### config.mk
export PLATFORM = sky130hd
export DESIGN_NAME = fetch_prefetch_unit
export DESIGN_NICKNAME = d
export VERILOG_FILES = /design/src/rtl/fetch_pkg.sv /design/src/rtl/fetch_queue.sv /design/src/rtl/fetch_prefetch_unit.sv
export SDC_FILE = /design/constraint.sdc
export NUM_CORES = 1
export LEC_CHECK = 0
export ABC_AREA = 1
export BUFFER_PORTS_ARGS = -buffer_cell sky130_fd_sc_hd__buf_2
export CAP_MARGIN = 5
export CORE_ASPECT_RATIO = 1.75
export CORE_MARGIN = 3
export CORE_UTILIZATION = 35
export DETAILED_ROUTE_END_ITERATION = 12
export GPL_TIMING_DRIVEN = 0
export SLEW_MARGIN = 30
export SYNTH_ARGS = -nofsm -noshare
export SYNTH_HDL_FRONTEND = slang
export SYNTH_HIERARCHICAL = 1
export SYNTH_SLANG_ARGS = --single-unit
### constraint.sdc
create_clock -name clk -period 6.8 [get_ports clk]
set_clock_uncertainty 0.15 [all_clocks]
set_input_delay 0.34 -clock clk [delete_from_list [all_inputs] [get_ports clk]]
set_output_delay 0.34 -clock clk [all_outputs]
set_load 0.005 [all_outputs]
### src/rtl/fetch_pkg.sv
// Shared types and defaults for the instruction-fetch prefetch unit.
package fetch_pkg;

  localparam int unsigned FETCH_PC_SIZE  = 16;
  localparam int unsigned FETCH_INSTR_W  = 16;
  localparam int unsigned FETCH_OFFSET_W = 16;

  // One prefetched instruction together with the address it was fetched from.
  typedef struct packed {
    logic [FETCH_INSTR_W-1:0] instr;
    logic [FETCH_PC_SIZE-1:0] pc;
  } fetch_entry_t;

  // Sign-extend a redirect offset to PC width (default widths).
  function automatic logic [FETCH_PC_SIZE-1:0] sext_offset(input logic [FETCH_OFFSET_W-1:0] off);
    return FETCH_PC_SIZE'($signed(off));
  endfunction

endpackage

### src/rtl/fetch_queue.sv
// Circular prefetch FIFO with wrap-bit pointers and a single-cycle flush.
module fetch_queue
  import fetch_pkg::*;
#(
  parameter int unsigned DEPTH   = 4,
  parameter type         entry_t = fetch_entry_t,
  localparam int unsigned PTR_W  = $clog2(DEPTH),
  localparam int unsigned CNT_W  = PTR_W + 1
) (
  input  logic             clk,
  input  logic             n_rst,
  input  logic             push,
  input  entry_t           push_data,
  input  logic             pop,
  input  logic             flush,
  output entry_t           head,
  output logic [CNT_W-1:0] count,
  output logic             full,
  output logic             empty
);

  entry_t           mem [DEPTH];
  logic [CNT_W-1:0] wr_ptr;
  logic [CNT_W-1:0] rd_ptr;

  assign count = wr_ptr - rd_ptr;
  assign full  = (count == CNT_W'(DEPTH));
  assign empty = (wr_ptr == rd_ptr);
  assign head  = mem[rd_ptr[PTR_W-1:0]];

  // Pointer update; flush wins over push/pop so a redirect empties the queue.
  always_ff @(posedge clk or negedge n_rst) begin
    if (!n_rst) begin
      wr_ptr <= '0;
      rd_ptr <= '0;
    end else if (flush) begin
      wr_ptr <= '0;
      rd_ptr <= '0;
    end else begin
      if (push) wr_ptr <= wr_ptr + CNT_W'(1);
      if (pop)  rd_ptr <= rd_ptr + CNT_W'(1);
    end
  end

  // Entry storage; cleared on reset so the head reads zero while empty after reset.
  always_ff @(posedge clk or negedge n_rst) begin
    if (!n_rst) begin
      for (int i = 0; i < int'(DEPTH); i++) mem[i] <= '0;
    end else if (push && !flush) begin
      mem[wr_ptr[PTR_W-1:0]] <= push_data;
    end
  end

endmodule

### src/rtl/fetch_prefetch_unit.sv
// Sequential fetch-address generator with credit-limited requests, in-order
// response tracking, stale-response discard and a prefetch queue to the decoder.
module fetch_prefetch_unit
  import fetch_pkg::*;
#(
  parameter int unsigned       PC_SIZE  = FETCH_PC_SIZE,
  parameter int unsigned       INSTR_W  = FETCH_INSTR_W,
  parameter int unsigned       OFFSET_W = FETCH_OFFSET_W,
  parameter int unsigned       DEPTH    = 4,
  parameter logic [PC_SIZE-1:0] RESET_PC = '0
) (
  input  logic                clk,
  input  logic                n_rst,
  input  logic                redirect_valid,
  input  logic [PC_SIZE-1:0]  redirect_pc,
  input  logic [OFFSET_W-1:0] redirect_offset,
  output logic                imem_req_valid,
  input  logic                imem_req_ready,
  output logic [PC_SIZE-1:0]  imem_req_addr,
  input  logic                imem_rsp_valid,
  input  logic [INSTR_W-1:0]  imem_rsp_data,
  output logic                instr_valid,
  input  logic                instr_ready,
  output logic [INSTR_W-1:0]  instr_data,
  output logic [PC_SIZE-1:0]  instr_pc
);

  localparam int unsigned PTR_W  = $clog2(DEPTH);
  localparam int unsigned CNT_W  = PTR_W + 1;
  // Stale responses can pile up across back-to-back redirects, so give headroom.
  localparam int unsigned DISC_W = CNT_W + 3;

  typedef struct packed {
    logic [INSTR_W-1:0] instr;
    logic [PC_SIZE-1:0] pc;
  } entry_t;

  logic               active;
  logic [PC_SIZE-1:0] fetch_pc;
  logic [PC_SIZE-1:0] tail_pc;
  logic [PC_SIZE-1:0] target_pc;
  logic [CNT_W-1:0]   outstanding;
  logic [DISC_W-1:0]  discard;
  logic [CNT_W-1:0]   q_count;
  logic [CNT_W:0]     inflight;
  logic               q_full;
  logic               q_empty;
  logic               q_push;
  logic               q_pop;
  logic               req_fire;
  logic               rsp_take;
  logic               rsp_drop;
  entry_t             q_head;
  entry_t             q_push_data;

  assign target_pc = redirect_pc + PC_SIZE'($signed(redirect_offset));
  assign inflight  = (CNT_W+1)'(q_count) + (CNT_W+1)'(outstanding);

  assign imem_req_valid = active & ~redirect_valid & (inflight < (CNT_W+1)'(DEPTH));
  assign imem_req_addr  = fetch_pc;
  assign req_fire       = imem_req_valid & imem_req_ready;

  assign rsp_drop = imem_rsp_valid & (discard != '0);
  assign rsp_take = imem_rsp_valid & (discard == '0);

  assign q_push      = rsp_take & ~redirect_valid;
  assign q_push_data = '{instr: imem_rsp_data, pc: tail_pc};

  assign instr_valid = ~q_empty & ~redirect_valid;
  assign q_pop       = instr_valid & instr_ready;
  assign instr_data  = q_head.instr;
  assign instr_pc    = q_head.pc;

  fetch_queue #(
    .DEPTH   (DEPTH),
    .entry_t (entry_t)
  ) u_queue (
    .clk       (clk),
    .n_rst     (n_rst),
    .push      (q_push),
    .push_data (q_push_data),
    .pop       (q_pop),
    .flush     (redirect_valid),
    .head      (q_head),
    .count     (q_count),
    .full      (q_full),
    .empty     (q_empty)
  );

  // Fetch PC, tail PC and request/discard bookkeeping; redirect moves live requests to discard.
  always_ff @(posedge clk or negedge n_rst) begin
    if (!n_rst) begin
      active      <= 1'b0;
      fetch_pc    <= RESET_PC;
      tail_pc     <= RESET_PC;
      outstanding <= '0;
      discard     <= '0;
    end else begin
      active <= 1'b1;
      if (redirect_valid) begin
        fetch_pc    <= target_pc;
        tail_pc     <= target_pc;
        outstanding <= '0;
        discard     <= discard + DISC_W'(outstanding) - DISC_W'(imem_rsp_valid);
      end else begin
        if (req_fire) fetch_pc <= fetch_pc + PC_SIZE'(1);
        if (rsp_take) tail_pc  <= tail_pc + PC_SIZE'(1);
        outstanding <= outstanding + CNT_W'(req_fire) - CNT_W'(rsp_take);
        discard     <= discard - DISC_W'(rsp_drop);
      end
    end
  end

  // Credits keep count + outstanding within DEPTH, so a push never meets a full queue.
  a_no_overflow: assert property (@(posedge clk) disable iff (!n_rst)
    !(q_push && q_full && !q_pop));

endmodule

# Yosys cells after proc, flatten, opt, wreduce, memory -nomap -nowiden
# Index checks and enable logic that the tools add are counted.
op_classes:
  n_addsub: 12
  n_lt_le_gt_ge: 4
  eq_ne: 1
  n_mux: 16
  n_bitwise: 12
  reduce_logical: 9
op_table:
  columns: ["operator", "count"]
  rows:
  - ["128-bit bitwise mux", 1]
  - ["32-bit 2-to-1 mux", 3]
  - ["32-bit binary-select mux with 2-bit select", 1]
  - ["32-bit demux with 2-bit select", 1]
  - ["16-bit 2-to-1 mux", 4]
  - ["16-bit by 1-bit adder with 16-bit output, second input constant", 2]
  - ["16-bit adder", 1]
  - ["3-bit 2-to-1 mux", 5]
  - ["6-bit by 1-bit subtractor with 6-bit output", 2]
  - ["1-bit bitwise AND", 8]
  - ["2-bit nonzero test", 4]
  - ["3-bit by 1-bit adder with 3-bit output, second input constant", 2]
  - ["6-bit by 3-bit adder with 6-bit output", 1]
  - ["3-bit >= comparator, second input constant", 2]
  - ["6-bit zero test", 1]
  - ["6-bit 2-to-1 mux", 1]
  - ["2-bit NOT with 3-bit output", 2]
  - ["6-bit nonzero test", 1]
  - ["3-bit by 3-bit adder with 4-bit output", 1]
  - ["4-bit by 3-bit < comparator with 1-bit output, second input constant", 1]
  - ["3-bit by 1-bit adder with 3-bit output", 1]
  - ["3-bit equality test", 1]
  - ["3-bit by 1-bit < comparator with 1-bit output, second input constant", 1]
  - ["3-bit by 1-bit subtractor with 3-bit output", 1]
  - ["other kinds (4)", 6]
word_totals:
  reg_bits: 176
  in_bits: 54
  out_inout_bits: 50
  elab_cells: 69

# Longest topological paths before layout
# Gate-level depths: netlist (run 1).
logic_depth:
  depth_word: 8
  mapped_depth: 18

# Hierarchy
# Netlist (run 1), hierarchy kept.
modules_own_cells:
  columns: ["module", "instances", "cells_per_inst", "area_per_inst_um2", "seq_area_each_um2"]
  rows:
  - ["fetch_queue", 1, 741, 6157.2, 3353.2]
  - ["fetch_prefetch_unit", 1, 588, 3856.2, 1051.0]

# Least setup slack after synthesis (run 1)
# OpenSTA, ideal clock, no wires.
synth_timing:
  path_kind: "register -> register"
  start: "register u_queue.wr_ptr[0]"
  end: "register outstanding[2]"
  setup_time_ns: 0.131
  t_arrival_ns: 2.916
  path_slack_ns: 3.603
  stages_incl_launch_ff: 19
  path_cell_list: "dfrtp_1 inv_1 ha_1 inv_1 fa_1 nand3b_1 nand2_1 ha_1 nor2_1 nand2_2 nor2_4 nand2_4 ha_1 inv_1 ha_1 inv_1 fa_1 xor2_1 nor2_1"
synth_via:
  elab_chain_cells: 8
synth_rtl:
  columns: ["item", "line_no", "rtl"]
  rows:
  - ["from (decl)", "fetch_queue.sv:23", "logic [CNT_W-1:0] wr_ptr;"]
  - ["from (signal assigned)", "fetch_queue.sv:40", "if (push) wr_ptr <= wr_ptr + CNT_W'(1);"]
  - ["3-bit subtractor", "fetch_queue.sv:26", "assign count = wr_ptr - rd_ptr;"]
  - ["via q_count[2]", "fetch_prefetch_unit.sv:44", "logic [CNT_W-1:0] q_count;"]
  - ["3-bit by 3-bit adder with 4-bit output", "fetch_prefetch_unit.sv:57", "assign inflight = (CNT_W+1)'(q_count) + (CNT_W+1)'(outstanding);"]
  - ["4-bit by 3-bit < comparator with 1-bit output", "fetch_prefetch_unit.sv:59", "assign imem_req_valid = active & ~redirect_valid & (inflight < (CNT_W+1)'(DEPTH));"]
  - ["1-bit bitwise AND", "fetch_prefetch_unit.sv:59", null]
  - ["via imem_req_valid", "fetch_prefetch_unit.sv:17", "output logic imem_req_valid,"]
  - ["1-bit bitwise AND", "fetch_prefetch_unit.sv:61", "assign req_fire = imem_req_valid & imem_req_ready;"]
  - ["3-bit by 1-bit adder with 3-bit output", "fetch_prefetch_unit.sv:108", "outstanding <= outstanding + CNT_W'(req_fire) - CNT_W'(rsp_take);"]
  - ["3-bit by 1-bit subtractor with 3-bit output", "fetch_prefetch_unit.sv:108", null]
  - ["3-bit 2-to-1 mux", "fetch_prefetch_unit.sv:100", "if (redirect_valid) begin"]
  - ["to (signal assigned)", "fetch_prefetch_unit.sv:108", null]
  - ["to (decl)", "fetch_prefetch_unit.sv:42", "logic [CNT_W-1:0] outstanding;"]
# The timed path passes the listed nets, and every way through them passes these cells.
# A chain may end at the register's enable or synchronous reset.

# Worst setup path in the final report (run 1)
layout_timing:
  start: "register u_queue.rd_ptr[1]"
  end: "register outstanding[2]"
layout_via:
  elab_chain_cells: 8
layout_rtl:
  columns: ["item", "line_no", "rtl"]
  rows:
  - ["from (decl)", "fetch_queue.sv:24", "logic [CNT_W-1:0] rd_ptr;"]
  - ["from (signal assigned)", "fetch_queue.sv:41", "if (pop) rd_ptr <= rd_ptr + CNT_W'(1);"]
  - ["3-bit subtractor", "fetch_queue.sv:26", null]
  - ["via q_count[2]", "fetch_prefetch_unit.sv:44", null]
  - ["3-bit by 3-bit adder with 4-bit output", "fetch_prefetch_unit.sv:57", null]
  - ["4-bit by 3-bit < comparator with 1-bit output", "fetch_prefetch_unit.sv:59", null]
  - ["1-bit bitwise AND", "fetch_prefetch_unit.sv:59", null]
  - ["1-bit bitwise AND", "fetch_prefetch_unit.sv:61", null]
  - ["3-bit by 1-bit adder with 3-bit output", "fetch_prefetch_unit.sv:108", null]
  - ["3-bit by 1-bit subtractor with 3-bit output", "fetch_prefetch_unit.sv:108", null]
  - ["3-bit 2-to-1 mux", "fetch_prefetch_unit.sv:100", null]
# The timed path passes the listed nets, and every way through them passes these cells.

==> reports/summary.txt, run 1 <==
outcome - completed
type of origin of the critical path - register
cell-internal power - 2.07 mW
Max Freq - 0.294 GHz
maximum VDD drop - 0.161 mV
DR WL/cell - 14.9 um
Sequential cell area - 4400 um2
Max Used Layer - met4
Final min period - 3400 ps
total track usage - 18.4%
Clock transition at path regs - 70 ps
share of cells above drive strength 1 - 13.7%
fill cell count - 2,959
Syn. warnings - 6
worst skew pair latency - 440 ps
Met3 Wirelength - 1070 um
CP delay by family, top - adder cells
vias in the first global route - 8,902
Mean Syn Cell Area - 7.54 um2
Setup violations, final - 0
via count - 9,041
RR Startpoint - u_queue/rd_ptr[1]$_DFFE_PN0P_
total wire length - 27,500 um
initial core utilization - 35.6%
Critical path origin - u_queue/rd_ptr[1]$_DFFE_PN0P_
actual slew at the worst max-slew pin - 694 ps
crit path buf inv count - 4
number of diodes - 0
grt ovf - 0
slowest CP cell - fa_1
Area Overhead vs Synth - 16.6%
drt drc - 0
pins over their slew limit - 0
Max clock buf depth - 2
CP Max Fanout - 10
net count after synthesis - 1,425
number of setup buffers added after CTS - 0
Req. time, crit path - 6960 ps
WS Path Type - register to register
Netlist Area Pre-Place - 10,000 um2
CTS sink cnt - 176
Sw Ratio - 32.5%
pwr dens - 263 nW/um2
CORE AREA - 28,100 um2
Mapped Cells - 1,327
total negative slack - 0 ps
first-pass GRT wire length - 45,200 um
Hold Crit Start - redirect_valid
CP endpoint kind - register
critical path data arrival time - 3560 ps
Max-slew headroom - 53.6%
Die Area - 30,700 um2
CP Cell Sequence - buf_2 > inv_1 > fa_1 > nand3b_1 > nand2_1 > ha_1 > nor2_1 > nand2_2 > nor2_4 > nand2_4 > ha_1 > inv_1 > ha_1 > inv_1 > fa_1 > xor2_1 > nor2_1
WL met2 - 14,900 um
clock network fraction of total power - 32.5%
pin count of the biggest net entering global routing - 83
Post-CTS Hold Buffers - 1
Ports - 104
via/cell ratio - 4.92
slowest stage delay, CP - 410 ps
Die W - 134 um
Fin. Hold Viols - 0
multi-input combinational cell area - 4560 um2
HP Class - input port to register
Initial DRT Pass Iterations - 5
Leak - 5.81 nW
Flop pwr share - 41.8%
GP Congestion - 0.888
Final period util - 50.0%
sw power - 0.996 mW
RSZ-0062 raised after global routing - false
setup ws final - 3400 ps
TritonCTS clock tree - done
Max-Cap Viols - 0
port bufs - 103
Resized cells post-CTS - 0
CTS H-tree depth - 4
wl on met1 - 10,800 um
Final ANT Viol Nets - 0
CTS Buf Count - 17
chip height - 230 um
initial antenna violation count - 0
Logic pwr share - 25.6%
HPWL after detailed placement - 20,700 um
clock root buffer - clkbuf_16
drt first-iter violations - 455
Final Util - 41.5%
FP Rows - 81
final net count - 1,550
dpl ws - 3350 ps
-- registers in the layout, indices dropped and copies added (netlist names) --
signal / count
active: 1
discard: 6
u_queue/rd_ptr: 3
imem_req_addr: 16
u_queue/mem: 128
outstanding: 3
tail_pc: 16
u_queue/wr_ptr: 3
-- routing by layer --
layer  vias up  GRT usage, %
met1      4275          20.6
li1       4515             -
met5         -             0
met4         0          7.92
met2       199          34.1
met3        52          2.73
-- power by group through the flow --
stage | registers (mW) | logic [mW] | clock network, mW
5_1_grt | 1.30 | 0.919 | 1.07
6_report | 1.28 | 0.785 | 0.996
2_1_floorplan | 1.27 | 0.514 | 0
3_3_place_gp | 1.29 | 0.777 | 0
3_5_place_dp | 1.30 | 0.800 | 0
4_1_cts | 1.28 | 0.803 | 1.02
-- path summary, 6_finish.rpt --
kind	end	slack, ps	depth (start not counted)
worst max-delay path	outstanding[2]$_DFF_PN0_	3400	17
min in group asynchronous	u_queue/mem[25]$_DFFE_PN0P_	240	2
worst min register to register	u_queue/mem[123]$_DFFE_PN0P_	330	2
max in group asynchronous	u_queue/mem[11]$_DFFE_PN0P_	5230	4
worst min-delay path	u_queue/rd_ptr[0]$_DFFE_PN0P_	40	2
worst max register to register	outstanding[2]$_DFF_PN0_	3400	17
-- worst reg2reg max path, stage by stage, from the launching register on --
cell and delay (ps):
dfrtp_1 360, buf_2 240, inv_1 130, fa_1 410, nand3b_1 160, nand2_1 60, ha_1 220, nor2_1 110
nand2_2 70, nor2_4 130, nand2_4 110, ha_1 290, inv_1 50, ha_1 130, inv_1 50, fa_1 370
xor2_1 170, nor2_1 50
-- cell type report --
| class | instances | area share (%) |
|---|---|---|
| Sequential cell | 176 | 37.8 |
| Timing Repair Buffer | 106 | 5.06 |
| Clock buffer | 21 | 4.03 |
| Clock inverter | 11 | 1.13 |
| Inverter | 200 | 6.47 |
| Multi-Input combinational cell | 895 | 39.1 |
| Tap cell | 373 | 4.00 |
| Buffer | 56 | 2.47 |
-- cells in the final DEF (no fill, tap or decap), types with 6 or more instances in the layout --
cell / n
clkbuf_16: 17
xor2_1: 6
o211ai_1: 34
dfrtp_1: 176
a31oi_1: 11
nor2_1: 63
buf_2: 125
nand3b_1: 6
clkbuf_1: 17
a21oi_1: 68
ha_1: 40
clkbuf_2: 12
nand3_1: 45
inv_1: 195
o21ai_0: 191
nand2_1: 371
nor3_1: 8
nand4_1: 9
-- through the flow --
stage	std cells	total power, mW	hold slack, ps	cell area, um2
after floorplan	1327	1.79	-106	10000
after global placement	1803	2.07	311	11000
after detailed placement	1805	2.10	110	11000
after CTS	1838	3.11	38.4	11700
after global routing	1838	3.28	61.5	11700
final	1838	3.06	44.4	11700
Power figures use the tool's default switching activity.
==> run 2, diff against run 1 <==
- clock period: 6.8 -> 3.1 ns (I/O delays scaled with it)
==> reports/summary.txt, run 2 (synthesis results as in run 1) <==
Initial DRT Pass Iterations - 6
initial core utilization - 35.6%
vias in the first global route - 9,118
first-pass GRT wire length - 45,800 um
chip height - 230 um
TritonCTS clock tree - done
cell-internal power - 4.76 mW
total track usage - 18.4%
via/cell ratio - 4.89
via count - 9,125
Logic pwr share - 25.3%
Final period util - 97.7%
HP Class - input port to register
GP Congestion - 0.876
Sw Ratio - 31.6%
drt first-iter violations - 550
clock network fraction of total power - 34.3%
Die Area - 30,700 um2
sw power - 2.20 mW
total design power - 6.96 mW
total wire length - 27,700 um
port bufs - 103
outcome - completed
final net count - 1,578
commonest cells after routing, fill and taps aside - nand2_1 (371), o21ai_0 (191), inv_1 (190), dfrtp_1 (175), buf_2 (124)
share of cells above drive strength 1 - 14.7%
clock root buffer - clkbuf_16
actual slew at the worst max-slew pin - 665 ps
Max-Cap Viols - 0
fill cell count - 2,886
Final ANT Viol Nets - 0
Flop pwr share - 40.4%
Biggest register - u_queue/mem
Setup violations, final - 0
CTS Buf Count - 17
leading cell type in the layout, fill and taps excluded - nand2_1
FP Rows - 81
Final Util - 42.8%
number of diodes - 0
fin area - 12,000 um2
Placed Area - 11,000 um2
HPWL after detailed placement - 20,700 um
type of origin of the critical path - register
Final min period - 3030 ps
pin count of the biggest net entering global routing - 82
maximum VDD drop - 0.354 mV
CORE AREA - 28,100 um2
CTS H-tree depth - 4
Max-slew headroom - 55.6%
WS Path Type - register to register
Req. time, crit path - 3240 ps
Ports - 104
Clock transition at path regs - 70 ps
initial antenna violation count - 0
Max clock buf depth - 2
grt ovf - 0
Fin. Hold Viols - 0
Leak - 5.96 nW
Max Freq - 0.330 GHz
max FFs per register - 128
Area Overhead vs Synth - 20.2%
Die W - 134 um
drt drc - 0
RSZ-0062 raised after global routing - true
critical path data arrival time - 3170 ps
CTS sink cnt - 176
CP Max Fanout - 2
pins over their slew limit - 0
R2R Setup Slk - 70 ps
worst skew pair latency - 430 ps
DR WL/cell - 14.8 um
pwr dens - 579 nW/um2
CP endpoint kind - register
-- run 2: area by class of cell --
cell class	count	area (um2)	share of cell area, %
Multi-Input combinational cell	895	4600	38.3
Tap cell	373	467	3.88
Buffer	56	294	2.45
Clock inverter	12	206	1.72
Clock buffer	20	447	3.71
Sequential cell	176	4410	36.6
Inverter	200	754	6.27
Timing Repair Buffer	134	851	7.08
-- run 2: path summary, 6_finish.rpt --
path / startpoint / to / cells past startpoint
setup reg to reg: u_queue/wr_ptr[0]$_DFFE_PN0P_ / outstanding[1]$_DFF_PN0_ / 15
min in group asynchronous: n_rst / u_queue/mem[27]$_DFFE_PN0P_ / 2
setup / recovery: u_queue/wr_ptr[0]$_DFFE_PN0P_ / outstanding[1]$_DFF_PN0_ / 15
hold / removal: redirect_pc[15] / imem_req_addr[15]$_DFFE_PN0P_ / 6
hold reg to reg: u_queue/mem[122]$_DFFE_PN0P_ / u_queue/mem[122]$_DFFE_PN0P_ / 2
max in group asynchronous: n_rst / u_queue/mem[43]$_DFFE_PN0P_ / 4
-- run 2: worst max-delay path, stage by stage (launching register included) --
cell	delay, ps
dfrtp_1	390
inv_2	90
ha_4	130
inv_2	30
fa_2	520
ha_1	220
nand3_1	70
nand3b_1	120
nor2_4	150
nand2_4	70
ha_4	210
inv_2	60
ha_4	120
inv_2	30
fa_2	500
nor2_1	40
-- run 2: power groups by stage --
| stage | Sequential [mW] | Clock, mW | Combinational, mW |
|---|---|---|---|
| floorplan | 2.80 | 0 | 1.13 |
| global placement | 2.84 | 0 | 1.70 |
| detailed placement | 2.85 | 0 | 1.75 |
| CTS | 2.81 | 2.44 | 1.79 |
| global route | 2.85 | 2.54 | 2.07 |
| finish | 2.82 | 2.39 | 1.76 |
-- run 2: metrics by stage --
stage | hold slack [ps] | setup WS [ps] | setup TNS, ps | std cells
global route | 102 | -49.4 | -87.0 | 1866
global placement | 311 | -1270 | -219790 | 1803
detailed placement | -51.2 | -318 | -581 | 1805
CTS | 60.2 | 19.8 | 0 | 1864
finish | 55.6 | 72.8 | 0 | 1866
floorplan | -291 | -11.2 | -11.2 | 1327
-- run 2: routing by layer --
layer	up-vias	routed length [um]	track usage, %
li1	4569	-	-
met1	4338	10900	21.0
met2	187	15300	35.0
met3	31	915	2.09
met4	0	509	6.11
met5	-	0	0
-- run 2: what timing repair did --
action / in CTS / in global routing
gates resized for setup: 9 / 6
buffers inserted: 6 / 2
hold endpoints to repair: 166 / 0
gates cloned: 0 / 0
pin swaps: 7 / 8
setup endpoints to repair: 2 / 2
hold buffers: 21 / 0
